[src/rtl/sequencia_scheduler.sv]
// -----------------------------------------------------------------------------
// sequencia_scheduler
//
// Round-robin scheduler that time-shares one 8-bit serial sequence detector
// between N_REQ requesters. For each granted requester it loads that
// requester's pattern into the detector (setar_palavra), issues start, then
// watches encontrado under a per-job bit-count limit. The job ends with a
// one-cycle done pulse to the owner, with hit=1 (found) or hit=0 (limit
// reached). On a miss the pattern is re-loaded once (CLEAR) to stop the
// detector's search before the job is released.
//
// Optional feature: define SEQ_SCHED_STATS_EN to add saturating 16-bit
// hit_count / miss_count outputs. With the macro undefined those ports and
// counters do not exist and the rest of the behaviour is unchanged.
//
// Parameters:
//   N_REQ    number of requesters (2..8)
//   LIMIT_W  width of limite and of the search counter
//
// Ports:
//   clk                in   system clock, rising edge
//   rst_n              in   asynchronous active-low reset
//   req                in   per-requester job request (level)
//   req_palavra        in   pattern of requester i in bits [8i+7:8i]
//   limite             in   max search cycles per job, 0 = no limit
//   grant              out  one-hot detector owner, 0 when idle
//   done               out  one-cycle job-end pulse to the owner
//   hit                out  valid with done: 1 found, 0 limit reached
//   busy               out  high in every state except IDLE
//   hit_count          out  (SEQ_SCHED_STATS_EN) saturating hit counter
//   miss_count         out  (SEQ_SCHED_STATS_EN) saturating miss counter
//   det_setar_palavra  out  detector setar_palavra
//   det_palavra        out  detector palavra
//   det_start          out  detector start
//   det_encontrado     in   detector encontrado
// -----------------------------------------------------------------------------
module sequencia_scheduler #(
  parameter int N_REQ   = 4,
  parameter int LIMIT_W = 8
) (
  input  logic                 clk,
  input  logic                 rst_n,
  input  logic [N_REQ-1:0]     req,
  input  logic [8*N_REQ-1:0]   req_palavra,
  input  logic [LIMIT_W-1:0]   limite,
  output logic [N_REQ-1:0]     grant,
  output logic [N_REQ-1:0]     done,
  output logic [N_REQ-1:0]     hit,
  output logic                 busy,
`ifdef SEQ_SCHED_STATS_EN
  output logic [15:0]          hit_count,
  output logic [15:0]          miss_count,
`endif
  output logic                 det_setar_palavra,
  output logic [7:0]           det_palavra,
  output logic                 det_start,
  input  logic                 det_encontrado
);

  localparam int IDX_W = (N_REQ > 1) ? $clog2(N_REQ) : 1;

  typedef enum logic [2:0] {
    ST_IDLE   = 3'd0,
    ST_LOAD   = 3'd1,
    ST_START  = 3'd2,
    ST_SEARCH = 3'd3,
    ST_CLEAR  = 3'd4,
    ST_DONE   = 3'd5
  } state_t;

  state_t              state_r;
  logic [IDX_W-1:0]    rr_ptr_r;
  logic [IDX_W-1:0]    owner_r;
  logic [LIMIT_W-1:0]  cnt_r;

  logic                pick_found_s;
  logic [IDX_W-1:0]    pick_idx_s;
  logic [N_REQ-1:0]    pick_grant_s;
  logic [7:0]          pick_pal_s;
  logic [LIMIT_W:0]    cnt_plus1_s;
  logic                limit_reached_s;
  logic [IDX_W-1:0]    next_rr_s;

  // Round-robin pick: first set req bit scanning upward from rr_ptr_r with wrap.
  always_comb begin
    logic [IDX_W-1:0] cand;
    pick_found_s = 1'b0;
    pick_idx_s   = '0;
    cand         = rr_ptr_r;
    for (int k = 0; k < N_REQ; k++) begin
      if (!pick_found_s && req[cand]) begin
        pick_found_s = 1'b1;
        pick_idx_s   = cand;
      end else begin
        pick_found_s = pick_found_s;
      end
      if (cand == IDX_W'(N_REQ - 1)) begin
        cand = '0;
      end else begin
        cand = cand + IDX_W'(1);
      end
    end
  end

  // Decode the picked index into a one-hot grant and select its pattern.
  always_comb begin
    pick_grant_s = '0;
    pick_pal_s   = 8'h00;
    for (int i = 0; i < N_REQ; i++) begin
      if (pick_found_s && (pick_idx_s == IDX_W'(i))) begin
        pick_grant_s[i] = 1'b1;
        pick_pal_s      = req_palavra[8*i +: 8];
      end else begin
        pick_grant_s[i] = 1'b0;
      end
    end
  end

  // Limit check: one bit wider so a saturated counter can never match.
  always_comb begin
    cnt_plus1_s = {1'b0, cnt_r} + {{LIMIT_W{1'b0}}, 1'b1};
    if (limite != '0) begin
      limit_reached_s = (cnt_plus1_s == {1'b0, limite});
    end else begin
      limit_reached_s = 1'b0;
    end
  end

  // Pointer advances past the owner so it is served last next time round.
  always_comb begin
    if (owner_r == IDX_W'(N_REQ - 1)) begin
      next_rr_s = '0;
    end else begin
      next_rr_s = owner_r + IDX_W'(1);
    end
  end

  // Main scheduler FSM; every output is registered here.
  always_ff @(posedge clk or negedge rst_n) begin
    if (!rst_n) begin
      state_r           <= ST_IDLE;
      rr_ptr_r          <= '0;
      owner_r           <= '0;
      cnt_r             <= '0;
      grant             <= '0;
      done              <= '0;
      hit               <= '0;
      busy              <= 1'b0;
      det_setar_palavra <= 1'b0;
      det_palavra       <= 8'h00;
      det_start         <= 1'b0;
    end else begin
      case (state_r)
        ST_IDLE: begin
          if (pick_found_s) begin
            grant             <= pick_grant_s;
            owner_r           <= pick_idx_s;
            det_palavra       <= pick_pal_s;
            det_setar_palavra <= 1'b1;
            busy              <= 1'b1;
            state_r           <= ST_LOAD;
          end else begin
            state_r <= ST_IDLE;
          end
        end
        ST_LOAD: begin
          det_setar_palavra <= 1'b0;
          det_start         <= 1'b1;
          state_r           <= ST_START;
        end
        ST_START: begin
          det_start <= 1'b0;
          cnt_r     <= '0;
          state_r   <= ST_SEARCH;
        end
        ST_SEARCH: begin
          if (cnt_r != {LIMIT_W{1'b1}}) begin
            cnt_r <= cnt_r + LIMIT_W'(1);
          end else begin
            cnt_r <= cnt_r;
          end
          // Found wins over the limit when both land in the same cycle.
          if (det_encontrado) begin
            done    <= grant;
            hit     <= grant;
            state_r <= ST_DONE;
          end else if (limit_reached_s) begin
            // Re-load the same pattern to stop the detector's search.
            det_setar_palavra <= 1'b1;
            state_r           <= ST_CLEAR;
          end else begin
            state_r <= ST_SEARCH;
          end
        end
        ST_CLEAR: begin
          det_setar_palavra <= 1'b0;
          done              <= grant;
          hit               <= '0;
          state_r           <= ST_DONE;
        end
        ST_DONE: begin
          done     <= '0;
          hit      <= '0;
          grant    <= '0;
          busy     <= 1'b0;
          rr_ptr_r <= next_rr_s;
          state_r  <= ST_IDLE;
        end
        default: begin
          grant             <= '0;
          done              <= '0;
          hit               <= '0;
          busy              <= 1'b0;
          det_setar_palavra <= 1'b0;
          det_start         <= 1'b0;
          state_r           <= ST_IDLE;
        end
      endcase
    end
  end

`ifdef SEQ_SCHED_STATS_EN
  // Saturating job-result counters, stepped once in each DONE state.
  always_ff @(posedge clk or negedge rst_n) begin
    if (!rst_n) begin
      hit_count  <= 16'h0000;
      miss_count <= 16'h0000;
    end else if (state_r == ST_DONE) begin
      if (|hit) begin
        if (hit_count != 16'hFFFF) begin
          hit_count <= hit_count + 16'h0001;
        end else begin
          hit_count <= hit_count;
        end
      end else begin
        if (miss_count != 16'hFFFF) begin
          miss_count <= miss_count + 16'h0001;
        end else begin
          miss_count <= miss_count;
        end
      end
    end else begin
      hit_count  <= hit_count;
      miss_count <= miss_count;
    end
  end
`endif

endmodule

[config.mk]
export PLATFORM = sky130hd
export DESIGN_NAME = sequencia_scheduler
export DESIGN_NICKNAME = d
export VERILOG_FILES = /design/src/rtl/sequencia_scheduler.sv
export SDC_FILE = /design/constraint.sdc
export NUM_CORES = 1
export LEC_CHECK = 0
export CORE_AREA = 2 2 76 78
export CTS_CLUSTER_SIZE = 24
export DETAILED_ROUTE_END_ITERATION = 8
export DIE_AREA = 0 0 78 80
export GPL_ROUTABILITY_DRIVEN = 0
export PLACE_DENSITY = 0.78
export RECOVER_POWER = 25
export REMOVE_ABC_BUFFERS = 1
export SLEW_MARGIN = 10
export SYNTH_ARGS = -nofsm -noshare
export SYNTH_HDL_FRONTEND = slang
export SYNTH_SLANG_ARGS = --single-unit
[constraint.sdc]
create_clock -name clk -period 2.9 [get_ports clk]
set_input_delay 0.58 -clock clk [delete_from_list [all_inputs] [get_ports clk]]
set_output_delay 0.58 -clock clk [all_outputs]
set_load 0.02 [all_outputs]
# Word level (Yosys, flattened, before mapping)
# Index checks and enable logic that the tools add are counted.
[word_totals]
inputBits = 47
output_inout_bits = 23
regBits = 38
elab_cells = 112
[op_classes]
eq_ne = 19
addsub = 6
bitwise = 3
mux = 46
n_reduce_logical = 23
magnitude_cmp = 4
[op_table]
columns = ["operator", "n"]
rows = [
  ["8-bit 2-to-1 mux", 5],
  ["1-bit 2-to-1 mux", 17],
  ["2-bit 2-to-1 mux", 8],
  ["4-bit case mux with 2 select lines", 2],
  ["8-bit case mux with 2 select lines", 1],
  ["3-bit case mux with 5 select lines", 1],
  ["2-bit equality test, second input constant", 6],
  ["2-bit by 3-bit < comparator with 1-bit output, second input constant", 4],
  ["4-bit case mux with 3 select lines", 1],
  ["2-bit inequality test, second input constant", 5],
  ["8-bit by 1-bit adder with 9-bit output, second input constant", 1],
  ["9-bit by 8-bit equality test with 1-bit output", 1],
  ["2-bit by 1-bit adder with 2-bit output, second input constant", 4],
  ["8-bit by 1-bit adder with 8-bit output, second input constant", 1],
  ["1-bit binary-select mux with 2-bit select", 4],
  ["4-bit 2-to-1 mux", 2],
  ["8-bit inequality test, second input constant", 1],
  ["2-bit AND reduction", 4],
  ["8-bit nonzero test", 1],
  ["4-bit OR reduction", 2],
  ["1-bit logical AND", 7],
  ["3-bit by 2-bit equality test with 1-bit output, second input constant", 2],
  ["3-bit equality test, second input constant", 2],
  ["3-bit 2-to-1 mux", 2],
  ["12 further kinds", 17],
]

# Logic depth before layout (Yosys ltp)
# Gate-level depths: netlist (run 1).
[depth]
depth_word = 18
mapped_depth = 10
depth_no_buf = 7

# Worst setup path after synthesis (run 1)
# OpenSTA, ideal clock, no wires.
[synth_path]
kind = "reg-to-reg"
from = "register cnt_r[0]"
to = "register det_setar_palavra"
synth_period_minus_slack_ps = 2331
t_arrival_ps = 2265
setup_time_ps = 66
t_required_ps = 2834
path_buffers = 2
setup_slack_ps = 569
path_stages_with_launch = 10
cell_sequence = "dfrtp_1 ha_1 and3_1 buf_6 and3_4 buf_6 a311o_1 a2111oi_2 and3b_1 a221o_1"
[synth_between]
elab_chain_cells = 5
[synth_lines]
columns = ["element", "line", "source"]
rows = [
  ["start, declared", "74", "logic [LIMIT_W-1:0] cnt_r;"],
  ["start signal, assigned", "178", "cnt_r <= cnt_r + LIMIT_W'(1);"],
  ["start signal, assigned", "180", "cnt_r <= cnt_r;"],
  ["8-bit by 1-bit adder with 9-bit output", "121", "cnt_plus1_s = {1'b0, cnt_r} + {{LIMIT_W{1'b0}}, 1'b1};"],
  ["9-bit by 8-bit equality test with 1-bit output", "123", "limit_reached_s = (cnt_plus1_s == {1'b0, limite});"],
  ["1-bit 2-to-1 mux", "122", "if (limite != '0) begin"],
  ["2-bit inequality test (no line)", "n/a", ""],
  ["4-bit AND reduction (no line)", "n/a", ""],
  ["end signal, assigned", "149", "det_setar_palavra <= 1'b0;"],
  ["end signal, assigned", "159", "det_setar_palavra <= 1'b1;"],
  ["end signal, assigned", "167", "det_setar_palavra <= 1'b0;"],
  ["end, declared", "54", "output logic det_setar_palavra,"],
]
# No other way between the ends.
# A chain may end at the register's enable or synchronous reset.

# Worst setup path after layout (run 1)
[layout_path]
from = "register rr_ptr_r[1]"
to = "register det_palavra[2]"
[layout_between]
elab_chain_cells = 18
elab_cells_between_ends = 44
classes_between = "add/sub: 3; eq/ne: 6; mux: 23; reduce/logical: 12"
[layout_lines]
columns = ["element", "line", "source"]
rows = [
  ["start, declared", "72", "logic [IDX_W-1:0] rr_ptr_r;"],
  ["start signal, assigned", "206", "rr_ptr_r <= next_rr_s;"],
  ["branches (longest 18 deep; another with 2-bit by 1-bit adder with 2-bit output)", "n/a", ""],
  ["end signal, assigned", "158", "det_palavra <= pick_pal_s;"],
  ["end, declared", "55", "output logic [7:0] det_palavra,"],
]
# Several ways; the timed one is not identified. The select of a mux whose other input is x is not followed.

==> flow_summary.toml, run 1 <==
[clocking]
cts_buffers = 5
cts-root-buf = "clkbuf_8"
worstSkewPairLatency_ns = 0.29
clk_path_buf_depth = 2
post_cts_buffers = 0
cts_tree = "yes"
htreeDepth = 2
cts_sinks = 38
clk_pin_slew_ns = 0.07
holdBufCountCts = 0
cts_resized = 0

[floorplanning]
die_w_um = 78
dieArea_um2 = 6240
pin_count = 70
rows = 27
start_util = 0.464
core-area_um2 = 5410
die_h_um = 80

[power_and_ir_drop]
switching_share = 0.428
irDropWorstVdd_uv = 617
p_clk_frac = 0.134
power_density_nw_per_um2 = 972
leakagePower_nw = 1.37
p_int_w = 0.00185
combPwrFrac = 0.568
power.switching_w = 0.00139
seq_power_share = 0.298

[worst_setup_path]
required_ns = 3.09
arrival_ns = 2.73
critPathLaunchType = "flip-flop"
crit_type = "reg -> reg"
cp_max_fo = 15
end_kind = "flip-flop"

[global_route]
grtUsageTotal = 0.202
grt-ovfl-total = 0
grt_pass1_wl_mm = 10.2
grt_start_max_net_pins = 39
grt_pass1_vias = 2282
antenna_found_initial = 0

[yosys]
synth-warning-count = 0
synth_area_per_cell_um2 = 8.99
synth_edf_count = 0
seq_area_frac_synth = 0.379
synth-async-reset-ratio = 1.00
synth_cells = 279
yosys_most_used_dff = "dfrtp_1"
ys_types = 53
ys_ff_latch = 38
syn-cell-area_um2 = 2510

[finish]
multi_input_area_um2 = 1420
final_area_um2 = 3330
layout-drive-gt1-share = 0.0562
nets = 387
diodes = 0
areaGrowthSynthToFinish_pct = 32.8
regArea_um2 = 951
n_fill_cell = 466

[drt]
antenna_left = 0
avgViaCountPerCell = 5.79
drc = 0
routedWlPerCell_um = 15.0
drt_pass1_iterations = 4
first_iter_violations = 115
vias = 2372
wirelength_mm = 6.16

[sta]
fin_setup_tns_ns = 0
fmax_mhz = 394
maxSlewViolCount = 39
finalCritPeriodShare = 0.876
skew_ns = 0.00801
rsz0062_at_grt = "no"
final_hold_viol_count = 0
finalCriticalPeriod_ns = 2.54
setup_viol = 0
slew_headroom = -0.396
tightest_slew_ns = 2.09

[place]
dp_hpwl_mm = 4.44
portBuffers = 69
place_area_um2 = 3230

[run_status]
violations = "capacitance limit, slew limit"
status = "finished with violations"

[flow_run]
drv_cap = 1

[worst_hold_path]
hold_class = "reg -> reg"
final cells by class:
cell class	instances	share of cell area
clock buffers	7	0.0229
clock inverters	1	0.00902
inverters	7	0.00789
multi-input cells	210	0.425
flip-flops and latches	38	0.286
well taps	72	0.0270
repair buffers	75	0.223
registers in the layout, indices dropped and copies added (netlist names):
register	count
owner_r	2
det_palavra	8
det_start	1
done	4
state_r	3
grant	4
det_setar_palavra	1
rr_ptr_r	2
busy	1
hit	4
cnt_r	8
cells by family (layout without fill, tap and decap cells):
family                   after synthesis  after routing  share of synthesized area
XOR/XNOR                              11             11                     0.0384
multiplexers                          20             20                     0.0803
flip-flops                            38             38                      0.379
AND/OR/NAND/NOR                       80             80                      0.168
adder cells (fa/ha/maj)                4              4                     0.0190
buffers and inverters                 31             90                     0.0564
AO/OA/AOI/OAI                         95             95                      0.259
cell usage in the layout, fill, tap and decap left out, types with 3 or more instances in the layout:
cell / n
xor2_1: 6
a22oi_1: 8
clkbuf_8: 5
o2bb2ai_1: 4
clkdlybuf4s50_1: 68
and3_1: 4
mux2i_1: 19
nand3_1: 5
nor4b_1: 3
a22o_1: 4
nor2b_1: 5
buf_4: 5
xnor2_1: 5
nor3b_1: 4
a21oi_1: 25
clkbuf_1: 3
nand2_1: 24
o21ai_0: 20
inv_1: 7
ha_1: 3
o22ai_1: 4
o221ai_1: 8
o211ai_1: 5
dfrtp_1: 38
nor2_1: 17
o211a_1: 3
synth_stat cells (all sizes together) (2+ instances only):
cell | n | area share
xor2 | 6 | 0.021
a211oi | 2 | 0.0060
xnor2 | 5 | 0.017
a22o | 4 | 0.014
mux2i | 19 | 0.076
o211a | 3 | 0.012
nand3 | 5 | 0.010
clkbuf | 18 | 0.027
o221ai | 8 | 0.028
dfrtp | 38 | 0.38
nor2b | 5 | 0.012
o21ai | 20 | 0.040
nor3b | 4 | 0.012
nor4b | 3 | 0.010
and3b | 2 | 0.0070
and2 | 2 | 0.0050
nand2 | 24 | 0.036
a22oi | 8 | 0.024
nor3 | 2 | 0.0040
inv | 7 | 0.010
nor4 | 2 | 0.0050
o211ai | 5 | 0.015
o22ai | 4 | 0.010
and3 | 7 | 0.020
o2bb2ai | 4 | 0.014
a21oi | 25 | 0.050
ha | 3 | 0.015
nor2 | 17 | 0.025
o41ai | 2 | 0.0070
buf | 6 | 0.019
per-stage QoR:
stage,setup slack [ns],total power (W),util,hold WS (ns),instances
floorplan,0.0972,0.00211,-,0.284,255
global placement,0.213,0.00277,0.597,0.486,402
detailed placement,0.125,0.00280,0.597,0.504,402
CTS,0.381,0.00326,0.616,0.430,410
global route,0.126,0.00349,0.616,0.522,410
finish,0.360,0.00324,0.616,0.505,410
power by group through the flow:
| stage | combinational [W] | clock [W] | sequential (W) |
|---|---|---|---|
| after detailed placement | 0.00183 | 0 | 0.000972 |
| after global placement | 0.00180 | 0 | 0.000966 |
| final | 0.00184 | 0.000433 | 0.000966 |
| after floorplan | 0.00100 | 0 | 0.00111 |
| after CTS | 0.00185 | 0.000445 | 0.000965 |
| after global routing | 0.00202 | 0.000472 | 0.000997 |
critical path, cell delays in order, from the launching register on:
cell	delay, ns
dfrtp_1	0.46
ha_1	0.47
o211a_1	0.20
o41ai_1	0.41
a21oi_1	0.23
a211o_1	0.47
o221ai_1	0.21
metal layers:
| metal | routed length, µm | share of wire | up-vias | global-route usage |
|---|---|---|---|---|
| met4 | 40 | 0.0065 | 0 | 0.0368 |
| met3 | 421 | 0.068 | 5 | 0.0611 |
| met1 | 2710 | 0.44 | 1128 | 0.252 |
| met5 | 0 | 0 | - | 0 |
| met2 | 2990 | 0.49 | 80 | 0.350 |
| li1 | - | - | 1159 | - |
worst paths after layout:
check / from / to / slack, ns / cells past startpoint
min in group asynchronous: rst_n / det_palavra[6]$_DFFE_PN0P_ / 0.89 / 1
max in group asynchronous: rst_n / det_palavra[7]$_DFFE_PN0P_ / 0.81 / 1
setup reg to reg: rr_ptr_r[1]$_DFFE_PN0N_ / det_palavra[2]$_DFFE_PN0P_ / 0.36 / 6
hold / removal: owner_r[0]$_DFFE_PN0P_ / rr_ptr_r[0]$_DFFE_PN0N_ / 0.50 / 1
setup / recovery: rr_ptr_r[1]$_DFFE_PN0N_ / det_palavra[2]$_DFFE_PN0P_ / 0.36 / 6
hold reg to reg: owner_r[0]$_DFFE_PN0P_ / rr_ptr_r[0]$_DFFE_PN0N_ / 0.50 / 1
(Power assumes the default switching activity.)
==> run 2, diff against run 1 <==
--- a/config.mk
+++ b/config.mk
@@ -10,10 +10,11 @@
 export DETAILED_ROUTE_END_ITERATION = 8
 export DIE_AREA = 0 0 78 80
 export GPL_ROUTABILITY_DRIVEN = 0
+export HOLD_SLACK_MARGIN = 0.12
 export PLACE_DENSITY = 0.78
 export RECOVER_POWER = 25
 export REMOVE_ABC_BUFFERS = 1
-export SLEW_MARGIN = 10
+export SLEW_MARGIN = 20
 export SYNTH_ARGS = -nofsm -noshare
 export SYNTH_HDL_FRONTEND = slang
 export SYNTH_SLANG_ARGS = --single-unit
==> results of run 2 <==
The final DEF is identical to that of run 1; final timing and power are the same.
